File: config.mk
export PLATFORM = sky130hd
export DESIGN_NAME = sequential_divider_16x8
export DESIGN_NICKNAME = d
export VERILOG_FILES = /design/src/rtl/sequential_divider_16x8.sv
export SDC_FILE = /design/constraint.sdc
export NUM_CORES = 1
export LEC_CHECK = 0
export CAP_MARGIN = 20
export CORE_ASPECT_RATIO = 1.75
export CORE_MARGIN = 1
export CORE_UTILIZATION = 45
export DETAILED_ROUTE_END_ITERATION = 10
export HOLD_SLACK_MARGIN = 0.1
export PLACE_DENSITY = 0.73
export SYNTH_ARGS = -nofsm -noshare
export SYNTH_HDL_FRONTEND = slang
export SYNTH_SLANG_ARGS = --single-unit
File: constraint.sdc
create_clock -name CLK -period 4.8 [get_ports CLK]
set_input_delay 0.48 -clock CLK [delete_from_list [all_inputs] [get_ports CLK]]
set_output_delay 0.48 -clock CLK [all_outputs]
set_load 0.02 [all_outputs]
File: src/rtl/sequential_divider_16x8.sv
// 16/8 unsigned restoring divider, one quotient bit per cycle.
// Optional truncation of low quotient bits via APPROX_LSBS.
module sequential_divider_16x8 #(
  parameter int APPROX_LSBS = 0
) (
  input  logic        CLK,
  input  logic        RST,
  input  logic        in_valid,
  output logic        in_ready,
  input  logic [15:0] dividend,
  input  logic [7:0]  divisor,
  output logic        out_valid,
  input  logic        out_ready,
  output logic [7:0]  quotient,
  output logic [7:0]  remainder,
  output logic        div_by_zero,
  output logic        overflow
);

  localparam logic [3:0] N_ITER = 4'(8 - APPROX_LSBS);

  typedef enum logic [1:0] {
    IDLE,
    BUSY,
    DONE
  } state_t;

  state_t state;
  state_t state_nx;

  logic [7:0] div_r;
  logic [7:0] lo_bits;
  logic [7:0] prem;
  logic [7:0] quo;
  logic [3:0] cnt;

  logic       dbz_in;
  logic       ovf_in;
  logic [8:0] trial;
  logic [8:0] diff;
  logic       q_bit;
  logic [7:0] prem_nx;
  logic [7:0] quo_nx;

  assign in_ready  = (state == IDLE);
  assign out_valid = (state == DONE);

  assign dbz_in = (divisor == 8'h00);
  assign ovf_in = !dbz_in && (dividend[15:8] >= divisor);

  // One restoring step: bring down the next dividend bit, trial-subtract.
  assign trial   = {prem, lo_bits[7]};
  assign diff    = trial - {1'b0, div_r};
  assign q_bit   = (trial >= {1'b0, div_r});
  assign prem_nx = q_bit ? diff[7:0] : trial[7:0];
  assign quo_nx  = {quo[6:0], q_bit};

  always_ff @(posedge CLK) begin
    if (RST) state <= IDLE;
    else     state <= state_nx;
  end

  always_comb begin
    state_nx = state;
    unique case (state)
      IDLE: begin
        if (in_valid)
          state_nx = (dbz_in || ovf_in) ? DONE : BUSY;
      end
      BUSY: begin
        if (cnt == 4'd1) state_nx = DONE;
      end
      DONE: begin
        if (out_ready) state_nx = IDLE;
      end
      default: state_nx = IDLE;
    endcase
  end

  always_ff @(posedge CLK) begin
    if (RST) begin
      div_r       <= '0;
      lo_bits     <= '0;
      prem        <= '0;
      quo         <= '0;
      cnt         <= '0;
      quotient    <= '0;
      remainder   <= '0;
      div_by_zero <= 1'b0;
      overflow    <= 1'b0;
    end else begin
      unique case (state)
        IDLE: begin
          if (in_valid) begin
            div_r   <= divisor;
            lo_bits <= dividend[7:0];
            prem    <= dividend[15:8];
            quo     <= '0;
            cnt     <= N_ITER;
            if (dbz_in) begin
              quotient    <= 8'hFF;
              remainder   <= dividend[7:0];
              div_by_zero <= 1'b1;
              overflow    <= 1'b0;
            end else if (ovf_in) begin
              quotient    <= 8'hFF;
              remainder   <= 8'h00;
              div_by_zero <= 1'b0;
              overflow    <= 1'b1;
            end
          end
        end
        BUSY: begin
          prem    <= prem_nx;
          lo_bits <= {lo_bits[6:0], 1'b0};
          quo     <= quo_nx;
          cnt     <= cnt - 4'd1;
          if (cnt == 4'd1) begin
            // Computed bits sit low in quo; align them above the skipped LSBs.
            quotient    <= quo_nx << APPROX_LSBS;
            remainder   <= (APPROX_LSBS == 0) ? prem_nx : 8'h00;
            div_by_zero <= 1'b0;
            overflow    <= 1'b0;
          end
        end
        default: ;
      endcase
    end
  end

endmodule

==> results of run 1 <==
-- cell type report --
class | count | area (sq um)
timing repair buffer | 50 | 488
tap | 80 | 100
sequential | 55 | 1100
clock buffer | 6 | 82.6
multi-input combinational | 272 | 1700
fill | 629 | 2710
clock inverter | 2 | 16.3
inverter | 21 | 78.8
-- where the power goes --
group,internal [mW],total [mW],switching (mW)
sequential,0.521,0.569,0.0481
clock,0.118,0.274,0.156
combinational,0.245,0.597,0.352
-- metrics by stage --
stage / power, mW / hold slack, ns / setup slack [ns] / cells
floorplan: 0.981 / 0.436 / 2.65 / 368
CTS: 1.44 / 0.462 / 2.12 / 486
global placement: 1.16 / 0.443 / 1.87 / 478
finish: 1.44 / 0.459 / 2.11 / 486
detailed placement: 1.17 / 0.448 / 1.78 / 478
global route: 1.53 / 0.475 / 1.87 / 486
-- cell families after synthesis --
| logic type | Yosys count |
|---|---|
| AO/OA/AOI/OAI | 98 |
| XOR/XNOR | 3 |
| AND/OR/NAND/NOR | 149 |
| flip-flops | 55 |
| multiplexers | 3 |
| buffers and inverters | 41 |
| adder cells (fa/ha/maj) | 19 |
-- layer usage --
| layer | vias up | wire length [um] | global-route usage, % |
|---|---|---|---|
| li1 | 1394 | - | - |
| met1 | 1275 | 2950 | 24.3 |
| met2 | 104 | 3840 | 41.0 |
| met3 | 14 | 392 | 3.11 |
| met4 | 0 | 178 | 11.0 |
| met5 | - | 0 | 0 |
-- state kept, by name, indices dropped and copies added (netlist names) --
register and flops:
quo 7, cnt 4, state 2, div_by_zero 1, overflow 1, lo_bits 8, prem 8, remainder 8
div_r 8, quotient 8
-- tightest hold or removal path, stage by stage, from the launching register on --
cell and delay (ns):
dfxtp_1 0.32, nand2_1 0.05, a21oi_1 0.05
-- final timing paths --
| kind | from | to | slack [ns] | depth (start not counted) |
|---|---|---|---|---|
| worst max-delay path | dividend[8] | overflow$_SDFFE_PP0P_ | 2.11 | 9 |
| worst max register to register | div_r[6]$_SDFFE_PP0P_ | remainder[4]$_SDFFE_PP0P_ | 2.12 | 7 |
| worst min register to register | div_r[2]$_SDFFE_PP0P_ | div_r[2]$_SDFFE_PP0P_ | 0.46 | 2 |
| worst min-delay path | div_r[2]$_SDFFE_PP0P_ | div_r[2]$_SDFFE_PP0P_ | 0.46 | 2 |
-- cells in the final DEF (no fill, tap or decap), types with 4 or more instances in the layout --
cell,count
nor2_1,67
dfxtp_1,55
clkdlybuf4s50_1,46
nand2_1,45
a311oi_1,23
inv_1,21
ha_1,18
a21oi_1,17
a211oi_1,13
nand2b_1,10
o21ai_0,9
a22oi_1,8
clkbuf_8,6
o211ai_1,5
nor3_1,4
==> metrics.yaml, run 1 <==
status:
  status: "completed"
clock_tree:
  cts.sinks: 55
  root_buffer: "clkbuf_8"
  cts.clk_slew.worst_paths_ns: 0.10
  cts_tree: "done"
  max-clock-path-buffers: 2
  cts_setup_buffers: 0
  cts_htree_levels: 2
  cts_buffers: 5
  cts_resized: 0
  clock_latency_ns: 0.31
  cts_hold_buf: 0
grt:
  grt_max_degree: 57
  grt_pass1_vias: 2600
  grt-ovfl-total: 0
  grt_pass1_wl_um: 12000
  antenna_found_initial: 0
  track_usage_pct: 22.2
critical_path:
  path_class: "in -> reg"
  slowest_delay_ns: 0.49
  crit_chain: "clkdlybuf4s50_1, inv_1, ha_1, nor3b_1, nor2_1, o31ai_1, a31oi_4, mux2i_1, nor2_1"
  cp.arrival_ns: 2.86
  cp_data_required_time_ns: 4.97
  crit_family: "compound AO/OA/AOI/OAI gates"
  path_buf_inv: 2
  crit_fanout: 34
  crit_path_frequent_cell: "nor2_1"
  endpoint_kind: "register"
  start_kind: "input pin"
  slowest_stage: "o31ai_1"
floorplan:
  start_util_pct: 47.3
  fp.dieArea_sq_um: 6940
  io_pins: 48
  die_y_um: 109
  coreArea_sq_um: 6280
  num_rows: 38
  die_x_um: 63.4
sta:
  worstMarginPinSlew_ns: 1.02
  period_needed_ns: 2.69
  slew_headroom_pct: 32.3
  rsz0062_at_grt: "no"
  fin_crit_sh_pct: 56.1
  fmax_ghz: 0.372
  setup_tns_ns: 0
  slew_viol_final: 0
  clock_skew_ns: 0.00844
  setup_viol: 0
  hold_violations: 0
place:
  portBuffers: 47
  place.gp.congestion: 0.996
  hpwl_um: 5440
  placed_area_sq_um: 3470
hold_path:
  hold_path_class: "reg -> reg"
route:
  firstDrtPassIters: 4
  drtIter0Drc: 198
  route.detailed.drc: 0
  avgRoutedWirePerCell_um: 15.1
  via_count: 2787
  drt_wl_total_um: 7360
  vias_per_cell: 5.73
  ant_nets: 0
cells_and_area:
  syn_to_final_growth_pct: 20.3
  post-route-util_pct: 56.9
  nets: 452
  diodes: 0
  final_area_sq_um: 3570
  drive_above_1_share_pct: 5.17
yosys:
  synth_xor_area_share_pct: 0.885
  synth_area_leaders: "dfxtp_1, nor2_1, ha_1"
  syn_area_sq_um: 2970
  ys_async_sr_fraction_pct: 0
  yosys-top-cells-count: "nor2_1, dfxtp_1, nand2_1"
  synthCells: 368
  ys.flop_type: "dfxtp_1"
  yosys.area_share.adder_pct: 8.26
  yosysWarnings: 0
  synth_top_family_by_area: "compound AO/OA/AOI/OAI gates"
  yosysSeqAreaShare_pct: 37.1
  synth.most_common_cell: "nor2_1"
  syn-num-nets: 415
  yosys.area.top_type: "dfxtp_1"
  synth-compound-area-share_pct: 24.8
  synth_seq_cells: 55
  synth_edf_count: 0
  yosysUniqueCellTypes: 52
  synth-simple-area-share_pct: 22.3
  synth.avg_cell_area_sq_um: 8.06
  muxShareOfSynthArea_pct: 1.01
  yosys.area.top_type_share_pct: 37.1
job:
  drv_cap: 0
power:
  vdd_drop_max_v: 0.000215
  power.leakage_nw: 1.35
  powerDensity_nw_per_um2: 403
(Power assumes the default switching activity.)
==> run 2, diff against run 1 <==
PLACE_DENSITY = 0.76   (was 0.73)
clock period = 2.31 ns   (was 4.8 ns; I/O delays follow)
==> run 2 against run 1 <==
Die area is the same. Cell count increased by 6.2%. Clock skew is 0.0020 ns higher. Global-route usage up 1.9 points. Combinational power grew 140%. Non-clock buffer count grew 30. Power is 130% higher. First-iteration DRC count is 11% higher. Largest cell class unchanged. Critical path depth down 2. Via count is 5.5% higher. Sequential share of layout area fell by 2.2 points. Clock power up 140%.
==> metrics.yaml, run 2 (synthesis gave the netlist of run 1 again) <==
route:
  ant_nets: 0
  vias_per_cell: 5.70
  firstDrtPassIters: 4
  via_count: 2939
  drt_wl_total_um: 7820
  drtIter0Drc: 219
  route.detailed.drc: 0
  avgRoutedWirePerCell_um: 15.2
critical_path:
  r2r_setup_slack_ns: 0.07
  r2r_end: "prem[4]$_SDFFE_PP0P_"
  reg2regPathDepth: 7
  endpoint_kind: "register"
  crit_fanout: 7
  start_kind: "register"
  cp_data_required_time_ns: 2.50
  cp.arrival_ns: 2.43
  r2r-start: "div_r[6]$_SDFFE_PP0P_"
  path_class: "reg -> reg"
floorplan:
  start_util_pct: 47.3
  io_pins: 48
  die_y_um: 109
  fp.dieArea_sq_um: 6940
  die_x_um: 63.4
  num_rows: 38
  coreArea_sq_um: 6280
sta:
  worstMarginPinSlew_ns: 0.443
  hold_violations: 0
  fin_crit_sh_pct: 96.9
  hold_slack_ns: 0.329
  period_needed_ns: 2.24
  fmax_ghz: 0.447
  clock_skew_ns: 0.0104
  slew_viol_final: 0
  slew_headroom_pct: 70.5
  setup_viol: 0
  rsz0062_at_grt: "yes"
  setup_tns_ns: 0
  fin_ws_ns: 0.0722
power:
  power.leakage_nw: 1.52
  powerDensity_nw_per_um2: 852
  p_total_mw: 3.27
  vdd_drop_max_v: 0.000305
hold_path:
  holdPathEnd: "div_r[2]$_SDFFE_PP0P_"
  hold_path_class: "in -> reg"
  min-delay-start: "RST"
  holdPathStages: 2
cells_and_area:
  drive_above_1_share_pct: 11.7
  nets: 482
  post-route-util_pct: 61.2
  layout.cells.non_filler: 516
  syn_to_final_growth_pct: 29.4
  final_area_sq_um: 3840
  mostFrequentLayoutCell: "nor2_1"
  diodes: 0
  layout_common_cells: "nor2_1, dfxtp_1, clkdlybuf4s50_1"
clock_tree:
  cts_htree_levels: 2
  clock_latency_ns: 0.33
  cts.clk_slew.worst_paths_ns: 0.10
  cts_buffers: 5
  root_buffer: "clkbuf_8"
  max-clock-path-buffers: 2
  cts_tree: "done"
  cts.sinks: 55
place:
  post-place-ws_ns: -0.0359
  place.gp.congestion: 1.00
  hpwl_um: 6050
  numPlacedInstances: 508
  portBuffers: 47
  placed_area_sq_um: 3720
job:
  drv_cap: 0
grt:
  antenna_found_initial: 0
  grt-ovfl-total: 0
  grt_pass1_vias: 2896
  grt_max_degree: 37
  grt_pass1_wl_um: 13100
  track_usage_pct: 24.1
status:
  status: "completed"
run 2: changes by cell type in the layout (fill, tap and decap cells not counted), sizes merged:
cell | before | now
bufinv | 0 | 1
inv | 21 | 22
clkinvlp | 1 | 0
clkinv | 1 | 0
buf | 4 | 34
run 2: worst max-delay path, stage by stage (launching register included):
cell and delay [ns]:
dfxtp_1 0.35, inv_1 0.05, ha_1 0.30, a21o_1 0.21, a211oi_1 0.33, nand2_1 0.28
a41oi_1 0.44, a311oi_1 0.15
run 2: metal layers:
metal	GRT usage, %	part of all wire, %	vias to the layer above	wire [um]
li1	-	-	1449	-
met1	25.4	40	1358	3150
met2	43.3	50	102	3940
met3	4.56	4.3	30	333
met4	15.4	5.2	0	403
met5	0	0	-	0
run 2: report_power, final:
| group | switching (mW) | internal, mW | leakage (nW) |
|---|---|---|---|
| logic | 0.784 | 0.659 | 1.01 |
| registers | 0.0885 | 1.08 | 0.452 |
| clock network | 0.330 | 0.328 | 0.0558 |
run 2: worst max-delay path by stage:
stage,start,to,slack (ns)
floorplan,div_r[6]$_SDFFE_PP0P_,prem[4]$_SDFFE_PP0P_,0.24
global placement,lo_bits[7]$_SDFFE_PP0P_,prem[6]$_SDFFE_PP0P_,0.02
detailed placement,divisor[0],remainder[3]$_SDFFE_PP0P_,-0.04
CTS,lo_bits[7]$_SDFFE_PP0P_,prem[6]$_SDFFE_PP0P_,0.002
global route,div_r[2]$_SDFFE_PP0P_,prem[4]$_SDFFE_PP0P_,-0.03
finish,div_r[6]$_SDFFE_PP0P_,prem[4]$_SDFFE_PP0P_,0.07
run 2: repair_timing:
| action | CTS | global route |
|---|---|---|
| hold buffers | 0 | 0 |
| endpoints found under the setup margin | 0 | 4 |
| setup buffers | 0 | 0 |
| gates resized for setup | 0 | 3 |
run 2: area by class of cell:
cell class	count	area, sq um
flip-flops and latches	55	1100
multi-input cells	272	1710
inverters	21	78.8
clock buffers	6	72.6
repair buffers	80	738
well taps	80	100
fillers	603	2440
clock inverters	2	38.8
==> run 3, diff against run 2 <==
MAX_ROUTING_LAYER = met4   (was unset)
PLACE_DENSITY = 0.73   (was 0.76)
clock period = 2.9 ns   (was 2.31 ns; I/O delays follow)
==> run 3 against run 2 <==
Via count shrank 6.4%. Utilization shrank 3.6 points. Design area decreased by 5.9%. Flip-flop and latch count unchanged. Clock power down 35%. Sequential power down 19%.
==> metrics.yaml, run 3 (synthesis gave the netlist of run 1 again) <==
sta:
  fin_crit_sh_pct: 86.4
  fin_ws_ns: 0.394
  setup_tns_ns: 0
  setup_viol: 0
  clock_skew_ns: 0.00625
  worstMarginPinSlew_ns: 0.908
  slew_viol_final: 0
  hold_violations: 0
  period_needed_ns: 2.51
  rsz0062_at_grt: "no"
  slew_headroom_pct: 39.5
  fmax_ghz: 0.399
cells_and_area:
  n_fill_cell: 618
  register_area_sq_um: 1100
  syn_to_final_growth_pct: 21.8
  multi_input_area_sq_um: 1700
  post-route-util_pct: 57.6
  layout_common_cells: "nor2_1, dfxtp_1, clkdlybuf4s50_1"
  nets: 458
  mostFrequentLayoutCell: "nor2_1"
  diodes: 0
  drive_above_1_share_pct: 6.31
grt:
  grtUsageMet3_pct: 3.94
  grt_max_degree: 35
  grt_pass1_vias: 2501
  grt_pass1_wl_um: 12100
  grt-ovfl-total: 0
  antenna_found_initial: 0
  top_usage_layer: "met2"
  met1_usage_pct: 26.6
  gr-usage-met2_pct: 39.7
  track_usage_pct: 23.4
critical_path:
  cp.arrival_ns: 2.70
  start_kind: "register"
  r2r_setup_slack_ns: 0.39
  crit_fanout: 3
  r2r_end: "prem[6]$_SDFFE_PP0P_"
  cp_data_required_time_ns: 3.09
  path_class: "reg -> reg"
  reg2regPathDepth: 9
  r2r-start: "lo_bits[7]$_SDFFE_PP0P_"
  endpoint_kind: "register"
floorplan:
  io_pins: 48
  die_y_um: 109
  die_x_um: 63.4
  num_rows: 38
  fp.dieArea_sq_um: 6940
  coreArea_sq_um: 6280
  start_util_pct: 47.3
clock_tree:
  cts_htree_levels: 2
  cts_tree: "done"
  cts.clk_slew.worst_paths_ns: 0.10
  cts_resized: 0
  cts_buffers: 5
  cts_setup_buffers: 0
  cts.sinks: 55
  max-clock-path-buffers: 2
  root_buffer: "clkbuf_8"
  clock_latency_ns: 0.32
  cts_hold_buf: 0
route:
  via_count: 2752
  drtIter0Drc: 219
  vias_per_cell: 5.59
  avgRoutedWirePerCell_um: 15.3
  drt_wl_total_um: 7530
  firstDrtPassIters: 4
  route.detailed.drc: 0
  ant_nets: 0
power:
  powerDensity_nw_per_um2: 661
  vdd_drop_max_v: 0.000302
  power.leakage_nw: 1.37
place:
  portBuffers: 47
  hpwl_um: 5680
  place.gp.congestion: 1.01
  post-place-ws_ns: 0.0719
job:
  drv_cap: 0
hold_path:
  holdPathEnd: "cnt[2]$_SDFFE_PP0P_"
  holdPathStages: 2
  hold_path_class: "in -> reg"
  min-delay-start: "RST"
status:
  status: "completed"
## run 3: where the power goes
part / internal (mW) / switching (mW) / leakage [nW] / total (mW)
clock network: 0.170 / 0.260 / 0.0412 / 0.430
logic: 0.426 / 0.586 / 0.877 / 1.01
registers: 0.862 / 0.0829 / 0.452 / 0.945
## run 3: layer usage
metal	up-vias	share of wire, %
met3	15	4.2
met4	0	3.0
li1	1403	-
met5	-	0
met1	1261	42
met2	73	51
## run 3: layout make-up
type	instances	share of cell area, %
multi-input cells	272	47.1
flip-flops and latches	55	30.5
repair buffers	56	15.1
well taps	80	2.77
inverters	21	2.18
clock buffers	6	2.01
clock inverters	2	0.346
## run 3: through the flow
stage / area, sq um / hold WS, ns / instances / total power, mW
after global routing: 3610 / 0.422 / 492 / 2.53
after detailed placement: 3530 / 0.450 / 484 / 1.96
after global placement: 3530 / 0.443 / 484 / 1.95
after CTS: 3610 / 0.400 / 492 / 2.39
final: 3610 / 0.405 / 492 / 2.39
after floorplan: 2970 / 0.426 / 368 / 1.62
## run 3: how the worst max path moves through the flow
stage / startpoint / endpoint / slack, ns
final: lo_bits[7]$_SDFFE_PP0P_ / prem[6]$_SDFFE_PP0P_ / 0.39
after global routing: div_r[2]$_SDFFE_PP0P_ / remainder[4]$_SDFFE_PP0P_ / 0.18
after CTS: divisor[0] / remainder[5]$_SDFFE_PP0P_ / 0.41
after detailed placement: divisor[0] / remainder[5]$_SDFFE_PP0P_ / 0.07
after global placement: divisor[0] / div_by_zero$_SDFFE_PP0P_ / 0.19
after floorplan: div_r[6]$_SDFFE_PP0P_ / prem[4]$_SDFFE_PP0P_ / 0.83
## run 3: critical path: stages, from the launching register on
cell      delay [ns]
dfxtp_1         0.43
inv_1           0.07
ha_1            0.21
fa_1            0.40
nor2b_1         0.28
o31ai_1         0.13
a311oi_1        0.51
a21oi_1         0.07
o21ai_0         0.18
a311oi_1        0.10
